### config.mk
export PLATFORM = sky130hd
export DESIGN_NAME = alu_operand_stage
export DESIGN_NICKNAME = d
export VERILOG_FILES = /design/src/rtl/alu_operand_stage.sv
export SDC_FILE = /design/constraint.sdc
export NUM_CORES = 1
export LEC_CHECK = 0
export CORE_AREA = 2 2 118 120
export CTS_BUF_LIST = sky130_fd_sc_hd__clkbuf_16
export DETAILED_ROUTE_END_ITERATION = 10
export DIE_AREA = 0 0 120 122
export PLACE_DENSITY = 0.79
export SLEW_MARGIN = 15
export SYNTH_ARGS = -nofsm -noshare
export SYNTH_HDL_FRONTEND = slang
export SYNTH_SLANG_ARGS = --single-unit
### constraint.sdc
create_clock -name CLK -period 2.93 [get_ports CLK]
set_clock_uncertainty 0.15 [all_clocks]
set_input_delay 0.7325 -clock CLK [delete_from_list [all_inputs] [get_ports CLK]]
set_output_delay 0.7325 -clock CLK [all_outputs]
set_load 0.01 [all_outputs]
### src/rtl/alu_operand_stage.sv
// ID/EX pipeline register feeding the ALU, with operand forwarding and hazard stall detection.
// Optional macro ALU_FORWARD_EN: forwarding from EX/MEM and MEM/WB; without it RAW hazards stall.
module alu_operand_stage #(
  parameter int WORD_W     = 32,
  parameter int REG_ADDR_W = 5,
  parameter int OP_W       = 4
) (
  input  logic                  CLK,
  input  logic                  nRST,
  input  logic                  id_valid,
  input  logic [REG_ADDR_W-1:0] id_rs,
  input  logic [REG_ADDR_W-1:0] id_rt,
  input  logic                  id_uses_rt,
  input  logic [WORD_W-1:0]     id_rdata1,
  input  logic [WORD_W-1:0]     id_rdata2,
  input  logic [WORD_W-1:0]     id_imm,
  input  logic                  id_alusrc,
  input  logic [OP_W-1:0]       id_aluop,
  input  logic [REG_ADDR_W-1:0] id_wsel,
  input  logic                  id_regwen,
  input  logic                  id_memread,
  input  logic                  exmem_regwen,
  input  logic [REG_ADDR_W-1:0] exmem_wsel,
  input  logic [WORD_W-1:0]     exmem_result,
  input  logic                  memwb_regwen,
  input  logic [REG_ADDR_W-1:0] memwb_wsel,
  input  logic [WORD_W-1:0]     memwb_wdat,
  input  logic                  ex_enable,
  input  logic                  flush,
  output logic [WORD_W-1:0]     PortA,
  output logic [WORD_W-1:0]     PortB,
  output logic [OP_W-1:0]       ALUOP,
  output logic                  ex_valid,
  output logic [REG_ADDR_W-1:0] ex_wsel,
  output logic                  ex_regwen,
  output logic                  ex_memread,
  output logic [WORD_W-1:0]     ex_storedata,
  output logic                  id_stall
);

  logic [REG_ADDR_W-1:0] rs_q, rt_q, wsel_q;
  logic [WORD_W-1:0]     rdata1_q, rdata2_q, imm_q;
  logic                  alusrc_q;
  logic [OP_W-1:0]       aluop_q;
  logic                  valid_q, regwen_q, memread_q;
  logic [WORD_W-1:0]     opnd_a, opnd_b;
  logic                  hazard;

  // True when the decoding instruction reads register w (r0 is never a dependency).
  function automatic logic reads_reg(input logic [REG_ADDR_W-1:0] w,
                                     input logic [REG_ADDR_W-1:0] rs,
                                     input logic [REG_ADDR_W-1:0] rt,
                                     input logic                  uses_rt);
    return (w != '0) && ((rs == w) || (uses_rt && (rt == w)));
  endfunction

  always_ff @(posedge CLK or negedge nRST) begin
    if (!nRST) begin
      rs_q      <= '0;
      rt_q      <= '0;
      wsel_q    <= '0;
      rdata1_q  <= '0;
      rdata2_q  <= '0;
      imm_q     <= '0;
      alusrc_q  <= 1'b0;
      aluop_q   <= '0;
      valid_q   <= 1'b0;
      regwen_q  <= 1'b0;
      memread_q <= 1'b0;
    end else if (flush) begin
      valid_q   <= 1'b0;
      regwen_q  <= 1'b0;
      memread_q <= 1'b0;
    end else if (ex_enable) begin
      if (id_stall) begin
        valid_q   <= 1'b0;
        regwen_q  <= 1'b0;
        memread_q <= 1'b0;
      end else begin
        rs_q      <= id_rs;
        rt_q      <= id_rt;
        wsel_q    <= id_wsel;
        rdata1_q  <= id_rdata1;
        rdata2_q  <= id_rdata2;
        imm_q     <= id_imm;
        alusrc_q  <= id_alusrc;
        aluop_q   <= id_aluop;
        valid_q   <= id_valid;
        regwen_q  <= id_regwen;
        memread_q <= id_memread;
      end
    end
  end

`ifdef ALU_FORWARD_EN
  // EX/MEM is the younger producer, so it wins over MEM/WB.
  always_comb begin
    opnd_a = rdata1_q;
    if (rs_q == '0)
      opnd_a = '0;
    else if (exmem_regwen && (exmem_wsel == rs_q))
      opnd_a = exmem_result;
    else if (memwb_regwen && (memwb_wsel == rs_q))
      opnd_a = memwb_wdat;

    opnd_b = rdata2_q;
    if (rt_q == '0)
      opnd_b = '0;
    else if (exmem_regwen && (exmem_wsel == rt_q))
      opnd_b = exmem_result;
    else if (memwb_regwen && (memwb_wsel == rt_q))
      opnd_b = memwb_wdat;
  end

  assign hazard = valid_q && memread_q && reads_reg(wsel_q, id_rs, id_rt, id_uses_rt);
`else
  logic unused_fwd;

  assign opnd_a = rdata1_q;
  assign opnd_b = rdata2_q;

  // The register file writes before it reads, so only EX and EX/MEM writers need a stall.
  assign hazard = (valid_q && regwen_q && reads_reg(wsel_q, id_rs, id_rt, id_uses_rt)) ||
                  (exmem_regwen && reads_reg(exmem_wsel, id_rs, id_rt, id_uses_rt));
  assign unused_fwd = ^{exmem_result, memwb_regwen, memwb_wsel, memwb_wdat};
`endif

  assign id_stall     = nRST && id_valid && hazard;
  assign PortA        = opnd_a;
  assign PortB        = alusrc_q ? imm_q : opnd_b;
  assign ex_storedata = opnd_b;
  assign ALUOP        = aluop_q;
  assign ex_valid     = valid_q;
  assign ex_wsel      = wsel_q;
  assign ex_regwen    = valid_q && regwen_q;
  assign ex_memread   = valid_q && memread_q;

endmodule

== Word-level counts from Yosys, hierarchy flattened ==
Cells that the tools add are included.

* Logic and storage cells: 42
* Flip-flop bits (word level): 109
* Input bits: 200
* Output and inout port bits: 109

* Reductions and logical operators: 17
* Bitwise gates (word level): 2
* Multiplexer cells: 10
* Equal/unequal tests: 4

{| class="wikitable"
|+ Operators by type and width
! cell !! number
|-
| $mux W32 || 1
|-
| $eq A5 B5 Y1 || 4
|-
| $logic_and A1 B1 Y1 || 10
|-
| $reduce_bool A5 Y1 || 2
|-
| $mux W1 || 9
|-
| $logic_or A1 B1 Y1 || 3
|-
| $reduce_and A3 Y1 || 1
|-
| $not A1 Y1 || 2
|-
| $reduce_bool A2 Y1 || 1
|}

== Longest topological paths before layout ==
Gate-level depths: netlist of run 1.

* Depth in word-level cells: 10
* Mapped depth: 7
* Depth with buffers taken out: 5

== Worst setup path before layout of run 1 ==
OpenSTA, ideal clock, no wires.

* Path type: input-to-reg
* Start point: in exmem_wsel[0]
* End point: reg rdata1_q[0], in the netlist PortA[0]
* Path buffers: 2
* Data arrival time: 2.088 ns
* Cell stages on the path: 6
* Setup time: 0.127 ns
* Required time: 2.653 ns
* Slack: 0.565 ns
* Cell sequence: nor3_1 a21oi_1 a221oi_2 buf_4 buf_6 mux2_1

* Word-level cells in the longest chain between the ends: 9
* Elaborated cells on any way between the ends: 11
* Those cells by class: eq/ne (2); bitwise (1); reduce/logical (8)

{| class="wikitable"
|+ RTL lines
! item !! line !! source
|-
| start, declared || 23 || <nowiki>input logic [REG_ADDR_W-1:0] exmem_wsel,</nowiki>
|-
| $eq A5 B5 Y1 || 54 || <nowiki>return (w != '0) && ((rs == w) || (uses_rt && (rt == w)));</nowiki>
|-
| $logic_and A1 B1 Y1 || 54 ||
|-
| $logic_or A1 B1 Y1 || 54 ||
|-
| $logic_and A1 B1 Y1 (*) || 54 ||
|-
| $logic_and A1 B1 Y1 (*) || 124 || <nowiki>(exmem_regwen && reads_reg(exmem_wsel, id_rs, id_rt, id_uses_rt));</nowiki>
|-
| $logic_or A1 B1 Y1 (*) || 123 || <nowiki>assign hazard = (valid_q && regwen_q && reads_reg(wsel_q, id_rs, id_rt, id_uses_rt)) ||</nowiki>
|-
| $logic_and A1 B1 Y1 (*) || 128 || <nowiki>assign id_stall = nRST && id_valid && hazard;</nowiki>
|-
| $not A1 Y1 (no source line) (*) || n/a ||
|-
| $reduce_and A3 Y1 (no source line) (*) || n/a ||
|-
| end signal, assigned || 83 || <nowiki>rdata1_q <= id_rdata1;</nowiki>
|-
| end, declared || 42 || <nowiki>logic [WORD_W-1:0] rdata1_q, rdata2_q, imm_q;</nowiki>
|}

Every way passes the cells marked *; elsewhere a longest branch is shown, timed or not.
A chain may end at the register's enable or synchronous reset.

== Final worst setup path of run 1 ==
* Start point: in id_valid
* End point: out id_stall

* Word-level cells in the longest chain between the ends: 2

{| class="wikitable"
|+ RTL lines
! item !! line !! source
|-
| start, declared || 10 || <nowiki>input logic id_valid,</nowiki>
|-
| $logic_and A1 B1 Y1 (2 in a row) || 128 ||
|-
| end, declared || 38 || <nowiki>output logic id_stall</nowiki>
|}

Every way passes these cells.

==> results of run 1 <==
## where the power goes
| group | internal (uW) | leakage, uW | switching (uW) |
|---|---|---|---|
| Combinational | 879 | 0.00170 | 484 |
| Sequential | 1730 | 0.00128 | 140 |
| Clock | 659 | 0.000141 | 546 |
| Total | 3270 | 0.00313 | 1170 |
## final cells by class
class	instances	area, sq um	area share
flip-flops and latches	109	2728	0.3521
repair buffers	258	2562	0.3308
clock inverters	7	66.31	0.008561
well taps	180	225.2	0.02907
inverters	3	11.26	0.001454
multi-input cells	188	1928	0.2489
clock buffers	9	225.2	0.02907
## cell families after synthesis
logic type | Yosys count | share of synthesized area
multiplexers | 138 | 0.3278
flip-flops | 109 | 0.5754
AND/OR/NAND/NOR | 21 | 0.02164
XOR/XNOR | 20 | 0.03695
buffers and inverters | 18 | 0.02296
AO/OA/AOI/OAI | 9 | 0.01531
## routing by layer
metal / routed length (um) / vias to the layer above
li1: - / 1627
met5: 0 / -
met3: 1024 / 16
met2: 6432 / 154
met1: 4993 / 1753
met4: 215 / 0
## state kept, by name (all words and copies together), names as in the netlist
register,flops
ALUOP,4
PortA,32
alusrc_q,1
ex_storedata,32
ex_valid,1
ex_wsel,5
imm_q,32
memread_q,1
regwen_q,1
## cell usage in the layout (no fill, tap or decap)
cell type / instances
nand3b_1: 1
clkinvlp_4: 2
clkdlybuf4s50_1: 221
nor3_1: 2
and2_1: 1
dfrtp_1: 109
a21oi_1: 2
clkinv_2: 1
dlygate4sd2_1: 15
clkdlybuf4s15_2: 1
inv_1: 4
nand3_1: 4
mux2_2: 98
a221oi_4: 1
o32ai_1: 3
bufinv_16: 1
buf_4: 17
o22ai_2: 2
mux2_1: 40
a22o_1: 1
xnor2_1: 20
nand2_1: 6
nor2b_1: 1
buf_12: 4
nand4_1: 2
nand2b_1: 1
nor2_1: 3
clkinv_1: 1
inv_6: 1
clkbuf_16: 9
## cells in the mapped netlist (all sizes together), types with 3 or more instances
cell / instances / area, sq um
nor2: 3 / 11.26
buf: 11 / 82.58
nand2: 6 / 22.52
o32ai: 3 / 26.28
nand3: 4 / 20.02
dfrtp: 109 / 2728
mux2: 138 / 1554
xnor2: 20 / 175.2
clkbuf: 4 / 15.01
inv: 3 / 11.26
## timing repair
action / in CTS / in global routing
setup buffers: 1 / 0
resized for setup: 20 / 0
setup endpoints to repair: 1 / 0
## stage by stage
step | utilization | TNS [ps]
global route | 0.5736 | 0
floorplan | - | 0
CTS | 0.5736 | 0
finish | 0.5736 | 0
detailed placement | 0.5518 | -14380
global placement | 0.5518 | -12710
## how the worst max path moves through the flow
stage	to	slack, ps	cells after the start
6_report	id_stall	120	5
3_5_place_dp	id_stall	-460	6
2_1_floorplan	PortA[0]$_DFFE_PN0P_	560	6
3_3_place_gp	id_stall	-440	6
4_1_cts	id_stall	130	5
5_1_grt	id_stall	30	5
## critical path, cell delays in order
cell,delay [ps]
clkdlybuf4s50_1,500
nand3_1,90
a21oi_1,190
a22o_1,180
clkdlybuf4s15_2,230
==> run_results.csv, run 1 <==
group,metric,value,unit
routing,drc_errors,0,
place,place_inst,737,
place,place.gp.congestion,0.8794,
place,port_buffers,238,
power_and_ir_drop,ir_worst_vdd,0.2847,mV
routing,vias,3550,
sta,rsz0062_at_grt,"no",
floorplanning,rows,43,
global_route,grt_pass1_wl,19.61,mm
sta,final.period_utilization,0.9592,
clock_tree,clk_path_buf_depth,2,
finish,fillCellCount,1125,
synthesis,ys_ff_latch,109,
routing,routed_wl,12.67,mm
power_and_ir_drop,leakage,0.003127,uW
sta,max_slew.worst_pin.slew,848.4,ps
finish,final_cell_count_no_fill,754,
clock_tree,htreeDepth,3,
worst_setup_path,crit_type,"in2out",
finish,syn_to_final_growth,63.39,%
global_route,track_usage,0.1718,
global_route,grt_overflow,0,
flow_run,max-cap-violations,0,
floorplanning,die_h,122,um
clock_tree,hold_buffers,0,
synthesis,synth_area,4741,sq um
worst_setup_path,ff2ff_setup_slack,640,ps
sta,final.min_clock_period,2810,ps
global_route,top_usage_layer,"met2",
worst_setup_path,critPathCaptureType,"output port",
finish,n_antenna_cell,0,
global_route,grt_pass1_vias,3874,
routing,drt_iter0_markers,79,
worst_hold_path,hold_end,"PortA[3]$_DFFE_PN0P_",
place,hpwl,9.544,mm
floorplanning,die_area,14640,sq um
sta,setup_violations,0,
synthesis,synthDistinctLibCells,23,
worst_setup_path,required,2050,ps
sta,holdWs,340.0,ps
synthesis,ys_async_sr_fraction,1.000,
worst_setup_path,r2r-start,"ex_wsel[0]$_DFFE_PN0P_",
worst_setup_path,reg2reg_to,"PortA[15]$_DFFE_PN0P_",
global_route,met1_usage,0.1966,
finish,nets,769,
synthesis,synth-edff-count,0,
worst_setup_path,cp_max_fo,3,
clock_tree,cts_buffers,9,
floorplanning,die_w,120,um
worst_setup_path,cp.arrival,1930,ps
finish,drive_gt1_frac,0.2387,
sta,finalHoldViolCount,0,
worst_hold_path,hold_path_depth,1,
floorplanning,coreArea,13500,sq um
sta,max_freq,0.3558,GHz
sta,slew_viol_final,0,
worst_hold_path,hp-start,"PortA[3]$_DFFE_PN0P_",
worst_setup_path,critPathLaunchType,"primary input",
synthesis,avgSynthCellArea,15.05,sq um
sta,worst_slack,119.7,ps
global_route,antenna_found_initial,0,
synthesis,ys_warn_count,0,
clock_tree,clk-insertion-delay-late,340,ps
global_route,met3_usage,0.05384,
floorplanning,io_pins,309,
power_and_ir_drop,p_per_area,572.7,nW/um^2
clock_tree,path_clk_slew,60,ps
routing,viasPerCell,4.708,
worst_setup_path,r2r_cells,7,
routing,drtAntennaViolNets,0,
worst_hold_path,hold_path.class,"reg2reg",
sta,slew_headroom,0.4344,
synthesis,synthFlopType,"dfrtp_1",
clock_tree,cts_tree,"built",
synthesis,synth_nets,515,
clock_tree,cts-root-buf,"clkbuf_16",
finish,final_area,7746,sq um
routing,drtPass1Iterations,4,
global_route,met2_usage,0.2997,
place,placed_area,7452,sq um
floorplanning,initial_core_util,0.3511,
place,pre_cts_ws,-456.1,ps
synthesis,postSynthCellCount,315,
power_and_ir_drop,total_power,4436,uW
synthesis,ys_seq_area_frac,0.5753,
worst_setup_path,crit_start,"id_valid",
clock_tree,cts_sinks,109,
status,status,"finished clean",
global_route,grt_start_max_net_pins,67,
routing,routedWlPerCell,16.80,um
(Power assumes the default switching activity.)
==> inputs of run 2 (changes only) <==
--- a/config.mk
+++ b/config.mk
@@ -5,11 +5,12 @@
 export SDC_FILE = /design/constraint.sdc
 export NUM_CORES = 1
 export LEC_CHECK = 0
-export CORE_AREA = 2 2 118 120
+export CORE_ASPECT_RATIO = 0.7
+export CORE_UTILIZATION = 36
 export CTS_BUF_LIST = sky130_fd_sc_hd__clkbuf_16
+export CTS_CLUSTER_SIZE = 30
 export DETAILED_ROUTE_END_ITERATION = 10
-export DIE_AREA = 0 0 120 122
-export PLACE_DENSITY = 0.79
+export PLACE_DENSITY = 0.8
 export SLEW_MARGIN = 15
 export SYNTH_ARGS = -nofsm -noshare
 export SYNTH_HDL_FRONTEND = slang
==> constraint.sdc (replaced) <==
create_clock -name CLK -period 2.93 [get_ports CLK]
set_clock_uncertainty 0.15 [all_clocks]
set_input_delay 0.293 -clock CLK [delete_from_list [all_inputs] [get_ports CLK]]
set_output_delay 0.293 -clock CLK [all_outputs]
set_load 0.01 [all_outputs]
==> run_results.csv, run 2 (synthesis results as in run 1) <==
group,metric,value,unit
sta,setup_tns,0,ps
sta,slew_headroom,0.5212,
sta,holdWs,342.3,ps
place,placed_area,7327,sq um
power_and_ir_drop,leakage,0.003040,uW
clock_tree,cts-root-buf,"clkbuf_16",
global_route,antenna_found_initial,0,
worst_hold_path,hold_path.class,"reg2reg",
routing,drtAntennaViolNets,0,
clock_tree,path_clk_slew,70,ps
global_route,grt_pass1_vias,3760,
global_route,track_usage,0.1801,
worst_setup_path,critPathCaptureType,"output port",
sta,setup_violations,0,
worst_setup_path,cpMostUsedCell,"clkdlybuf4s50_1",
finish,final_area,7617,sq um
finish,drive_gt1_frac,0.2171,
sta,finalHoldViolCount,0,
worst_setup_path,cp_top_family,"buffers and inverters",
clock_tree,htreeDepth,3,
routing,drc_errors,15,
routing,routedWlPerCell,16.31,um
sta,final.period_utilization,0.9268,
sta,slew_viol_final,0,
clock_tree,clk-insertion-delay-late,340,ps
routing,wl_met3,1.033,mm
routing,dr_wl_met2,5.942,mm
routing,routedLengthMet1,4.748,mm
routing,vias,3453,
worst_setup_path,critPathMaxStageDelay,570,ps
global_route,grt_start_max_net_pins,58,
finish,final_cell_mix,"clkdlybuf4s50_1 (237), dfrtp_1 (109), mux2_2 (98)",
floorplanning,coreArea,12630,sq um
clock_tree,clk_path_buf_depth,2,
routing,drtPass1Iterations,9,
finish,final_common_cell,"clkdlybuf4s50_1",
power_and_ir_drop,ir_worst_vdd,0.2661,mV
finish,fillCellCount,992,
finish,n_antenna_cell,0,
finish,fin_util,0.6029,
sta,max_slew.worst_pin.slew,718.1,ps
clock_tree,cts_sinks,109,
place,port_buffers,238,
global_route,grt_overflow,0,
routing,routed_wl,11.81,mm
worst_setup_path,cp.buffers_inverters,2,
global_route,grt_pass1_wl,19.33,mm
worst_setup_path,cp_max_fo,4,
place,hpwl,8.978,mm
clock_tree,cts_buffers,9,
worst_setup_path,required,2490,ps
floorplanning,rows,34,
finish,final_cell_count_no_fill,724,
status,violations,"DRC",
floorplanning,initial_core_util,0.3752,
sta,final.min_clock_period,2716,ps
sta,max_freq,0.3682,GHz
floorplanning,io_pins,309,
worst_setup_path,cp.arrival,2270,ps
worst_setup_path,crit_type,"in2out",
worst_setup_path,cp_cell_sequence,"clkdlybuf4s50_1, xnor2_1, nand4_1, o22ai_1, a22o_1, clkdlybuf4s50_1",
power_and_ir_drop,p_per_area,573.4,nW/um^2
clock_tree,cts_tree,"built",
floorplanning,die_area,13640,sq um
finish,nets,757,
routing,top_layer,"met4",
worst_setup_path,critPathSlowestCell,"clkdlybuf4s50_1",
flow_run,max-cap-violations,0,
finish,syn_to_final_growth,60.68,%
floorplanning,die_w,139.2,um
status,status,"complete, but fails checks",
routing,viasPerCell,4.769,
sta,rsz0062_at_grt,"no",
clock_tree,cts_resized,0,
place,place.gp.congestion,0.8074,
worst_setup_path,critPathLaunchType,"primary input",
routing,drt_iter0_markers,94,
place,place_inst,707,
floorplanning,die_h,98.01,um
[run 2: cell count changes in the layout (fill, tap and decap cells not counted), moves of 2 or more]
| cell | before | now |
|---|---|---|
| clkdlybuf4s50_1 | 221 | 237 |
| dlygate4sd2_1 | 15 | 0 |
| buf_4 | 17 | 5 |
| clkinvlp_4 | 2 | 0 |
| inv_6 | 1 | 3 |
| o22ai_1 | 0 | 2 |
| o22ai_2 | 2 | 0 |
[run 2: where the power goes]
part,switching [uW],internal [uW]
combinational,474,875
clock,564,590
sequential,138,1730
total,1180,3190
[run 2: area by class of cell]
class / instances / area, sq um / share of cell area
flip-flops and latches: 109 / 2728 / 0.3581
repair buffers: 246 / 2480 / 0.3256
multi-input cells: 188 / 1916 / 0.2515
clock buffers: 9 / 225.2 / 0.02957
well taps: 162 / 202.7 / 0.02661
clock inverters: 7 / 55.05 / 0.007227
inverters: 3 / 11.26 / 0.001478
[run 2: final timing paths]
kind,from,end,slack (ps),cells after the start
setup / recovery,exmem_wsel[2],id_stall,210,6
hold / removal,imm_q[28]$_DFFE_PN0P_,imm_q[28]$_DFFE_PN0P_,340,1
setup reg to reg,ex_wsel[1]$_DFFE_PN0P_,ex_storedata[30]$_DFFE_PN0P_,700,5
hold reg to reg,imm_q[28]$_DFFE_PN0P_,imm_q[28]$_DFFE_PN0P_,340,1
max in group asynchronous,nRST,imm_q[9]$_DFFE_PN0P_,930,4
min in group asynchronous,nRST,PortA[28]$_DFFE_PN0P_,520,3
[run 2: per-layer routing]
| layer | vias to the layer above | global-route usage |
|---|---|---|
| met5 | - | 0 |
| met3 | 11 | 0.06817 |
| met4 | 0 | 0.03846 |
| met1 | 1705 | 0.2051 |
| met2 | 133 | 0.3225 |
| li1 | 1604 | - |
[run 2: repair_timing]
action                                 CTS  global route
endpoints found under the hold margin    9             0
buffers inserted                         0             0
hold buffers                             1             0
[run 2: through the flow]
stage	total power (uW)	setup slack, ps
final	4368	214.4
after CTS	4443	224.1
after detailed placement	3258	224.2
after floorplan	2418	834.6
after global routing	4592	84.98
after global placement	3218	260.8
